--- src/rtl/tdm_demux_1x4_if.sv ---
// Sample-stream and lane-output bundle for tdm_demux_1x4; parity signals exist only with TDM_DEMUX_PARITY_EN.
// Pure wiring, no latency; no backpressure (the demux accepts every beat).
// master = upstream link driving beats, slave = the demux.
interface tdm_demux_1x4_if #(
    parameter int WIDTH    = 8,
    parameter int CHANNELS = 4
);
    logic [WIDTH-1:0]          in_data;
    logic                      in_valid;
    logic                      in_sync;
    logic                      in_err_clr;
    logic [CHANNELS*WIDTH-1:0] out_data;
    logic [CHANNELS-1:0]       out_valid;
    logic                      out_frame;
    logic                      out_locked;
    logic                      out_sync_err;
`ifdef TDM_DEMUX_PARITY_EN
    logic                      in_parity;
    logic                      out_parity_err;

    modport master (
        output in_data, in_valid, in_sync, in_err_clr, in_parity,
        input  out_data, out_valid, out_frame, out_locked, out_sync_err, out_parity_err
    );
    modport slave (
        input  in_data, in_valid, in_sync, in_err_clr, in_parity,
        output out_data, out_valid, out_frame, out_locked, out_sync_err, out_parity_err
    );
`else
    modport master (
        output in_data, in_valid, in_sync, in_err_clr,
        input  out_data, out_valid, out_frame, out_locked, out_sync_err
    );
    modport slave (
        input  in_data, in_valid, in_sync, in_err_clr,
        output out_data, out_valid, out_frame, out_locked, out_sync_err
    );
`endif
endinterface

--- src/rtl/tdm_demux_1x4.sv ---
// TDM receive demux: steers sync-aligned samples into CHANNELS registered lanes, tracks lock; TDM_DEMUX_PARITY_EN adds even-parity checking.
// Latency: one cycle, beat sampled at edge N appears on its lane, strobe and frame pulse after edge N.
// Backpressure: none, every valid beat is consumed in the cycle it arrives.
module tdm_demux_1x4 #(
    parameter int WIDTH    = 8,
    parameter int CHANNELS = 4
) (
    input  logic            in_clk,
    input  logic            in_rst_n,
    tdm_demux_1x4_if.slave  bus
);
    localparam int SW = $clog2(CHANNELS);
    localparam logic [SW-1:0] SLOT_LAST = SW'(CHANNELS - 1);
    localparam logic [SW-1:0] SLOT_ONE  = SW'(1);

    typedef enum logic {ST_HUNT, ST_LOCKED} state_e;

    state_e                    state_q, state_d;
    logic [SW-1:0]             slot_q, slot_d;
    logic                      frame_ok_q, frame_ok_d;
    logic [CHANNELS*WIDTH-1:0] data_q, data_d;
    logic [CHANNELS-1:0]       valid_q, valid_d;
    logic                      frame_q, frame_d;
    logic                      sync_err_q, sync_err_d;

    logic                      beat_ok;
    logic                      wr_en;
    logic [SW-1:0]             wr_lane;
    logic                      last_beat;
    logic                      sync_set;
    logic                      par_set;

`ifdef TDM_DEMUX_PARITY_EN
    logic                      parity_err_q, parity_err_d;

    assign beat_ok = ~(^{bus.in_data, bus.in_parity});
`else
    assign beat_ok = 1'b1;
`endif

    always_comb begin
        state_d    = state_q;
        slot_d     = slot_q;
        frame_ok_d = frame_ok_q;
        data_d     = data_q;
        valid_d    = '0;
        frame_d    = 1'b0;
        wr_en      = 1'b0;
        wr_lane    = '0;
        last_beat  = 1'b0;
        sync_set   = 1'b0;
        par_set    = 1'b0;

        if (bus.in_valid) begin
            unique case (state_q)
                ST_HUNT: begin
                    if (bus.in_sync) begin
                        wr_en      = 1'b1;
                        slot_d     = SLOT_ONE;
                        frame_ok_d = 1'b1;
                        state_d    = ST_LOCKED;
                    end
                end
                ST_LOCKED: begin
                    if (bus.in_sync) begin
                        // Sync anywhere restarts the frame; off slot 0 it is also an alignment error.
                        sync_set   = (slot_q != '0);
                        wr_en      = 1'b1;
                        slot_d     = SLOT_ONE;
                        frame_ok_d = 1'b1;
                    end else if (slot_q == '0) begin
                        sync_set = 1'b1;
                        state_d  = ST_HUNT;
                    end else begin
                        wr_en   = 1'b1;
                        wr_lane = slot_q;
                        if (slot_q == SLOT_LAST) begin
                            slot_d    = '0;
                            last_beat = 1'b1;
                        end else begin
                            slot_d = slot_q + SLOT_ONE;
                        end
                    end
                end
                default: state_d = ST_HUNT;
            endcase

            // A corrupt beat keeps its slot but never lands in the lane and spoils the frame.
            if (wr_en) begin
                if (beat_ok) begin
                    data_d[int'(wr_lane)*WIDTH +: WIDTH] = bus.in_data;
                    valid_d[wr_lane]                     = 1'b1;
                end else begin
                    frame_ok_d = 1'b0;
                    par_set    = 1'b1;
                end
            end
            frame_d = last_beat & frame_ok_q & beat_ok;
        end

        sync_err_d = sync_set | (sync_err_q & ~bus.in_err_clr);
`ifdef TDM_DEMUX_PARITY_EN
        parity_err_d = par_set | (parity_err_q & ~bus.in_err_clr);
`endif
    end

    always_ff @(posedge in_clk or negedge in_rst_n) begin
        if (!in_rst_n) begin
            state_q      <= ST_HUNT;
            slot_q       <= '0;
            frame_ok_q   <= 1'b0;
            data_q       <= '0;
            valid_q      <= '0;
            frame_q      <= 1'b0;
            sync_err_q   <= 1'b0;
`ifdef TDM_DEMUX_PARITY_EN
            parity_err_q <= 1'b0;
`endif
        end else begin
            state_q      <= state_d;
            slot_q       <= slot_d;
            frame_ok_q   <= frame_ok_d;
            data_q       <= data_d;
            valid_q      <= valid_d;
            frame_q      <= frame_d;
            sync_err_q   <= sync_err_d;
`ifdef TDM_DEMUX_PARITY_EN
            parity_err_q <= parity_err_d;
`endif
        end
    end

    assign bus.out_data     = data_q;
    assign bus.out_valid    = valid_q;
    assign bus.out_frame    = frame_q;
    assign bus.out_locked   = (state_q == ST_LOCKED);
    assign bus.out_sync_err = sync_err_q;
`ifdef TDM_DEMUX_PARITY_EN
    assign bus.out_parity_err = parity_err_q;
`endif
endmodule

--- src/flat_wrapper.sv ---
// flat-port wrapper written by rule: the top's interface ports become plain ports
module tdm_demux_1x4_flat 
#(
    parameter int WIDTH    = 8,
    parameter int CHANNELS = 4
)
  (in_clk, in_rst_n, bus_in_data, bus_in_valid, bus_in_sync, bus_in_err_clr, bus_out_data, bus_out_valid, bus_out_frame, bus_out_locked, bus_out_sync_err);
  tdm_demux_1x4_if #(.WIDTH(WIDTH), .CHANNELS(CHANNELS)) bus_i ();
  input  logic in_clk;
  input  logic in_rst_n;
  input wire logic [$bits(bus_i.in_data)-1:0] bus_in_data;
  input wire logic [$bits(bus_i.in_valid)-1:0] bus_in_valid;
  input wire logic [$bits(bus_i.in_sync)-1:0] bus_in_sync;
  input wire logic [$bits(bus_i.in_err_clr)-1:0] bus_in_err_clr;
  output wire logic [$bits(bus_i.out_data)-1:0] bus_out_data;
  output wire logic [$bits(bus_i.out_valid)-1:0] bus_out_valid;
  output wire logic [$bits(bus_i.out_frame)-1:0] bus_out_frame;
  output wire logic [$bits(bus_i.out_locked)-1:0] bus_out_locked;
  output wire logic [$bits(bus_i.out_sync_err)-1:0] bus_out_sync_err;
  assign bus_i.in_data = bus_in_data;
  assign bus_i.in_valid = bus_in_valid;
  assign bus_i.in_sync = bus_in_sync;
  assign bus_i.in_err_clr = bus_in_err_clr;
  assign bus_out_data = bus_i.out_data;
  assign bus_out_valid = bus_i.out_valid;
  assign bus_out_frame = bus_i.out_frame;
  assign bus_out_locked = bus_i.out_locked;
  assign bus_out_sync_err = bus_i.out_sync_err;
  tdm_demux_1x4 #(.WIDTH(WIDTH), .CHANNELS(CHANNELS)) u_core (.in_clk(in_clk), .in_rst_n(in_rst_n), .bus(bus_i));
endmodule
--- config.mk ---
export PLATFORM = sky130hd
export DESIGN_NAME = tdm_demux_1x4_flat
export DESIGN_NICKNAME = d
export VERILOG_FILES = /design/src/rtl/tdm_demux_1x4_if.sv /design/src/rtl/tdm_demux_1x4.sv /design/src/flat_wrapper.sv
export SDC_FILE = /design/constraint.sdc
export NUM_CORES = 1
export LEC_CHECK = 0
export ABC_AREA = 1
export BUFFER_PORTS_ARGS = -buffer_cell sky130_fd_sc_hd__buf_2
export CAP_MARGIN = 30
export CORE_UTILIZATION = 28
export CTS_CLUSTER_DIAMETER = 50
export DETAILED_ROUTE_END_ITERATION = 16
export RECOVER_POWER = 100
export SYNTH_ARGS = -nofsm -noshare
export SYNTH_HDL_FRONTEND = slang
export SYNTH_SLANG_ARGS = --single-unit
--- constraint.sdc ---
create_clock -name in_clk -period 4.5 [get_ports in_clk]
set_input_delay 0.225 -clock in_clk [delete_from_list [all_inputs] [get_ports in_clk]]
set_output_delay 0.225 -clock in_clk [all_outputs]
set_load 0.05 [all_outputs]
==> metrics.md, run 1 <==
| Metric | Value |
|---|---|
| Initial antenna violation count | `0` |
| Synthesized instance count | `235` |
| Hpwl dp | `3440 µm` |
| WL/cell | `11.7 µm` |
| Final Cell Area | `2370 µm²` |
| H-tree depth | `2` |
| Setup WS pre-CTS | `2.06 ns` |
| Final setup viols | `0` |
| Max-Cap Viols | `0` |
| EDFF count, synth | `0` |
| DR iter-0 viols | `98` |
| Worst endpoint required time | `4.74 ns` |
| Setup crit start kind | `flip-flop` |
| Seq/Total Area, Yosys | `52.6%` |
| WP data arrival | `3.26 ns` |
| Worst-path fanout max | `20` |
| Post-Route Utilization | `34.7%` |
| Outcome | `complete, no violations` |
| Most frequent cell after synthesis | `nand2_1` |
| Worst-case clock skew | `0.00787 ns` |
| Synth cell types | `20` |
| Worst path cell trace | `inv_1, nor2_1, nand2_1, ha_1, nor2_1, inv_1, nor2_1, nand2_1, nand2_1` |
| DR vias/cell | `4.20` |
| Relative slew slack | `19.2%` |
| Site Rows | `30` |
| Worst-Skew Late Latency | `0.30 ns` |
| Commonest register cell after synthesis | `dfrtp_1` |
| Area contributors post-synth | `dfrtp_1, nand2_1, nand3_1, ha_1, nor2_1` |
| Achievable frequency | `332 MHz` |
| Mux share of post-synthesis cell area | `0%` |
| Hold_buf cts | `1` |
| Warnings from Yosys | `0` |
| FILL cells | `768` |
| Post-synthesis cell type with the largest combined area | `dfrtp_1` |
| Final slew viol count | `0` |
| Post-synth top cells | `nand2_1, dfrtp_1, nand3_1` |
| Area Growth Syn to Fin | `18.6%` |
| TritonRoute pass-1 iters | `4` |
| Synth Area in Compound Gates | `5.63%` |
| # clock sinks | `42` |
| Clk slew on worst S/H paths | `0.08 ns` |
| Final routed DRC violation total | `0` |
| HP Class | `in2reg` |
| Slew @ Worst Pin | `1.21 ns` |
| FF+latch count, synth | `42` |
| Final hold vios | `0` |
| Mean Syn Cell Area | `8.51 µm²` |
| Synth async-reset ratio | `100%` |
| Hold_ws | `0.111 ns` |
| Post-Synth Simple-Gate Area | `29.8%` |
| GRT overflow | `0` |
| Largest net degree at the start of global routing | `24` |
| Delay of the slowest critical-path stage | `0.55 ns` |
| Power per cell area | `490 nW/µm²` |
| Diodes inserted | `0` |
| Vias post-DR | `1624` |
| Core area | `6830 µm²` |
| RSZ-0062 raised after global routing | `false` |
| Drt total wl | `4540 µm` |
| CTS tree | `built` |
| Syn_nets | `257` |
| Final period util | `67.0%` |
| RePlAce Congestion | `0.857` |
| Placed Area | `2370 µm²` |
| CTS Buf Count | `5` |
| Io pins | `52` |
| Gr usage total | `13.5%` |
| Die Wd | `86.5 µm` |
| Post-CTS setup buffer count | `0` |
| Leak Pwr | `1.20 nW` |
| CP Class | `reg2reg` |
| Maximum VDD drop | `0.272 mV` |
| Vias in the first global route | `1619` |
| Resize count post-CTS | `0` |
| Post-layout min period | `3.02 ns` |
| CP max stage cell | `nand2_1` |
| Setup TNS | `0 ns` |
| Total Nets Final | `312` |
| Crit. End Element | `flip-flop` |
| Chip height | `86.5 µm` |
| Share of cells above drive strength 1 | `8.59%` |
| Starting Density | `29.3%` |
| Final antenna-violating net count | `0` |
| Largest family of logic cells by synthesized area | `simple AND/OR/NAND/NOR gates` |
| DIE AREA | `7480 µm²` |
| CTS Buffer Depth | `2` |
| Final WS setup | `1.48 ns` |
| Port Buffers | `51` |
| Adder-cell share of the synthesized area | `5.63%` |
| Post-synthesis xor/xnor area fraction | `0%` |
| Post-Syn Area | `2000 µm²` |
| Clock root cell | `clkbuf_8` |
| First-pass GRT wire length | `7650 µm` |
| Share of the synthesized area in the top cell type | `52.6%` |
power breakdown:
group | leakage, nW | internal, mW | switching (mW)
clock network | 0.0472 | 0.123 | 0.134
registers | 0.563 | 0.429 | 0.0303
logic | 0.592 | 0.0936 | 0.351
total | 1.20 | 0.646 | 0.515
registers in the layout, summed over array words and instances, names as in the netlist:
signal                   flops
u_core.bus.out_locked        1
u_core.bus.out_data         32
u_core.bus.out_valid         4
u_core.bus.out_sync_err      1
u_core.slot_q                2
u_core.frame_ok_q            1
u_core.bus.out_frame         1
per-stage QoR:
step	std cells	power [mW]
after floorplan	235	0.843
after global placement	377	0.934
after detailed placement	378	0.942
after CTS	387	1.20
after global routing	387	1.24
final	387	1.16
area by class of cell:
class	instances	area (µm²)	area share [%]
well taps	96	120	5.07
inverters	24	90.1	3.80
clock inverters	2	12.5	0.528
clock buffers	6	82.6	3.48
multi-input cells	164	796	33.6
flip-flops and latches	42	1050	44.3
repair buffers	53	219	9.23
worst max-delay path, delay by kind of cell (launching register included):
family / cells / cell delay, ns
simple gates: 6 / 1.77
fa+ha+maj: 1 / 0.49
flops: 1 / 0.39
buf+inv: 2 / 0.31
cells in the final DEF, fill, tap and decap left out:
master         count
o21ai_0           18
o21ai_1            1
inv_1             23
nor2_4             1
nand2_1           73
ha_1               9
clkinv_2           1
nand3_1           28
buf_2             11
clkbuf_8           6
o22ai_1            1
nor3_2             1
clkbuf_1          41
nor2_1            28
dlygate4sd3_1      1
inv_2              1
dfrtp_1           42
o211ai_1           1
nand2_4            3
clkinvlp_4         1
metal layers:
| layer | global-route usage [%] | vias to the layer above | wire length [µm] |
|---|---|---|---|
| met1 | 17.8 | 714 | 2250 |
| met4 | 6.52 | 0 | 102 |
| met5 | 0 | - | 0 |
| li1 | - | 845 | - |
| met2 | 20.5 | 57 | 1930 |
| met3 | 3.62 | 8 | 253 |
cell families after synthesis:
logic type | Yosys count
AOI/OAI and AO/OA | 21
buffers and inverters | 29
DFF | 42
adders and majority gates | 9
and+or+nand+nor | 134
final timing paths:
kind | slack, ns | end | startpoint | cells after the start
max in group asynchronous | 2.25 | u_core.bus.out_data[3] | in_rst_n | 3
worst max register to register | 1.48 | u_core.bus.out_data[15] | u_core.bus.out_locked | 9
worst min-delay path | 0.11 | u_core.bus.out_sync_err | bus_in_err_clr | 2
worst max-delay path | 1.48 | u_core.bus.out_data[15] | u_core.bus.out_locked | 9
worst min register to register | 0.49 | u_core.frame_ok_q | u_core.frame_ok_q | 2
min in group asynchronous | 0.61 | u_core.bus.out_frame | in_rst_n | 2
Note: power is estimated with default switching activity, not from simulation.
==> inputs of run 2 (changes only) <==
Settings changed: ABC_AREA 1 to 0.
Clock period 4.5 ns to 2.66 ns, I/O delays scaled along.
==> run 2 against run 1 <==
Compared with the run above:
- the flow now finishes with violations (capacitance limit, slew limit)
- final area increased by 4.5%
- clock power increased by 95%
- critical path depth decreased by 1
- synthesized area increased by 3.2%
- routed wire length increased by 3.8%
- clock skew increased by 0.00090 ns
- via count decreased by 13%
- register-to-register slack got worse by 1.3 ns
- sequential power increased by 73%
- highest routed layer unchanged
- hold slack got worse by 0.089 ns
- non-clock buffer count increased by 2
- flip-flop and latch count unchanged
==> metrics.md, run 2 <==
| Metric | Value |
|---|---|
| WP data arrival | `2.68 ns` |
| DIE AREA | `7720 µm²` |
| EDFF count, synth | `0` |
| Worst-Skew Late Latency | `0.30 ns` |
| Final WS setup | `0.168 ns` |
| Clock root cell | `clkbuf_8` |
| Final period util | `93.7%` |
| Outcome | `finished with violations` |
| Final setup viols | `0` |
| Achievable frequency | `401 MHz` |
| Worst-path fanout max | `18` |
| Worst endpoint required time | `2.85 ns` |
| Leak Pwr | `1.11 nW` |
| Setup TNS | `0 ns` |
| HP Class | `in2reg` |
| Setup WS pre-CTS | `0.102 ns` |
| Most frequent cell after synthesis | `dfrtp_1` |
| Syn_nets | `189` |
| Worst path cell trace | `inv_1, ha_1, nand4bb_1, buf_4, ha_2, nand2_1, a21oi_4, mux2_2` |
| Area contributors post-synth | `dfrtp_1, mux2_2, ha_1, nor3_1, a21oi_4` |
| Mean Syn Cell Area | `12.4 µm²` |
| Share of the synthesized area in the top cell type | `50.9%` |
| Core area | `6940 µm²` |
| Synth async-reset ratio | `100%` |
| Largest net degree at the start of global routing | `43` |
| Post-Syn Area | `2060 µm²` |
| Site Rows | `30` |
| Synthesized instance count | `167` |
| Port Buffers | `51` |
| DR vias/cell | `4.42` |
| Starting Density | `29.7%` |
| Warnings from Yosys | `0` |
| FILL cells | `723` |
| Final hold vios | `0` |
| Clk slew on worst S/H paths | `0.08 ns` |
| TritonRoute pass-1 iters | `4` |
| GRT overflow | `0` |
| CP max stage cell | `dfrtp_1` |
| Sequential cell area | `1050 µm²` |
| CTS Buf Count | `5` |
| Vias in the first global route | `1476` |
| Final slew viol count | `42` |
| Synth cell types | `33` |
| Final routed DRC violation total | `0` |
| Largest register FFs | `32` |
| Die Wd | `87.8 µm` |
| FF+latch count, synth | `42` |
| Area of the multi-input gates | `925 µm²` |
| Share of cells above drive strength 1 | `27.5%` |
| Failing checks | `capacitance limit, slew limit` |
| RePlAce Congestion | `0.837` |
| Setup crit start kind | `flip-flop` |
| CTS Buffer Depth | `2` |
| Final antenna-violating net count | `0` |
| Total Nets Final | `243` |
| Worst-case clock skew | `0.00877 ns` |
| Seq/Total Area, Yosys | `50.9%` |
| Max-Cap Viols | `1` |
| Hpwl dp | `3420 µm` |
| Maximum VDD drop | `0.275 mV` |
| WL/cell | `14.8 µm` |
| Power per cell area | `916 nW/µm²` |
| DR iter-0 viols | `47` |
| Chip height | `87.8 µm` |
| Post-layout min period | `2.49 ns` |
| Gr usage total | `13.6%` |
| RSZ-0062 raised after global routing | `false` |
| Crit. End Element | `flip-flop` |
| Relative slew slack | `-20.3%` |
| Delay of the slowest critical-path stage | `0.43 ns` |
| Area Growth Syn to Fin | `20.1%` |
| Post-synth top cells | `dfrtp_1, mux2_2, nor3_1` |
| Io pins | `52` |
| Post-CTS setup buffer count | `0` |
| First-pass GRT wire length | `7710 µm` |
| H-tree depth | `2` |
| Initial antenna violation count | `0` |
| Commonest register cell after synthesis | `dfrtp_1` |
| CTS tree | `built` |
| CP Class | `reg2reg` |
| Diodes inserted | `0` |
| Post-synthesis cell type with the largest combined area | `dfrtp_1` |
| Most frequent cells in the layout | `dfrtp_1, clkbuf_1, mux2_2, nor3_1, buf_2` |
| # clock sinks | `42` |
| Vias post-DR | `1406` |
| Slew @ Worst Pin | `1.80 ns` |
| Commonest non-fill, non-tap cell in the layout | `dfrtp_1` |
| Drt total wl | `4710 µm` |
## run 2: changes by cell type after synthesis, sizes merged, moves of 2 or more
| cell | previous run | this run |
|---|---|---|
| nand3 | 28 | 1 |
| nor2 | 29 | 2 |
| buf | 4 | 6 |
| o21ai | 19 | 1 |
| nand2b | 0 | 9 |
| nor4b | 0 | 2 |
| nor3 | 1 | 21 |
| a21oi | 0 | 4 |
| nand2 | 76 | 7 |
| and3 | 0 | 7 |
| inv | 24 | 8 |
| mux2 | 0 | 33 |
## run 2: cells by family after synthesis
family                     synth area share [%]
AOI/OAI and AO/OA                          5.28
xor gates and xnor gates                  0.425
adders and majority gates                  5.46
buffers and inverters                      4.37
DFF                                        50.9
muxes                                      18.0
and+or+nand+nor                            15.5
## run 2: per-layer routing
layer  share of wire (%)  GRT usage (%)  wire length (µm)  vias up
met5                   0              0                 0        -
met4                0.93           3.58                44        0
met3                 3.8           4.43               180        4
met2                  48           22.1              2260       30
met1                  47           17.4              2220      679
li1                    -              -                 -      693
## run 2: final cells by class
class / instances / share of cell area (%)
multi-input combinational: 109 / 37.3
sequential: 42 / 42.4
tap: 96 / 4.85
inverter: 8 / 1.21
clock inverter: 2 / 1.51
timing repair buffer: 55 / 9.79
clock buffer: 6 / 2.93
## run 2: critical path: cells and delay by family, from the launching register on
family / cells / cell delay, ns
multiplexers: 1 / 0.38
adder cells (fa/ha/maj): 2 / 0.54
buffers and inverters: 2 / 0.40
flip-flops: 1 / 0.43
AND/OR/NAND/NOR: 2 / 0.33
AO/OA/AOI/OAI: 1 / 0.31
## run 2: timing repair
item / in CTS / in global routing
hold buffers: 0 / 1
endpoints found under the setup margin: 0 / 8
gates resized for setup: 0 / 1
endpoints found under the hold margin: 0 / 42
## run 2: where the power goes
group / total, mW / switching [mW] / internal, mW
logic: 0.976 / 0.691 / 0.285
registers: 0.794 / 0.0631 / 0.731
clock network: 0.501 / 0.221 / 0.280
## run 2: final timing paths
path	startpoint	end	slack, ns	cells past startpoint
worst min register to register	u_core.frame_ok_q	u_core.frame_ok_q	0.47	1
min in group asynchronous	in_rst_n	u_core.bus.out_valid[0]	0.14	2
max in group asynchronous	in_rst_n	u_core.bus.out_data[7]	0.53	3
worst max register to register	u_core.slot_q[1]	u_core.bus.out_data[4]	0.17	8
worst max-delay path	u_core.slot_q[1]	u_core.bus.out_data[4]	0.17	8
worst min-delay path	bus_in_err_clr	u_core.bus.out_sync_err	0.02	2
## run 2: metrics by stage
stage / cells / total power, mW / hold slack, ns / util [%] / cell area [µm²]
finish: 318 / 2.27 / 0.0216 / 35.7 / 2480
global placement: 308 / 1.78 / 0.321 / 34.5 / 2390
CTS: 316 / 2.32 / 0.00694 / 36.1 / 2500
floorplan: 167 / 1.61 / -0.163 / - / 2060
global route: 318 / 2.42 / 0.0168 / 35.7 / 2480
detailed placement: 308 / 1.80 / 0.328 / 34.5 / 2390
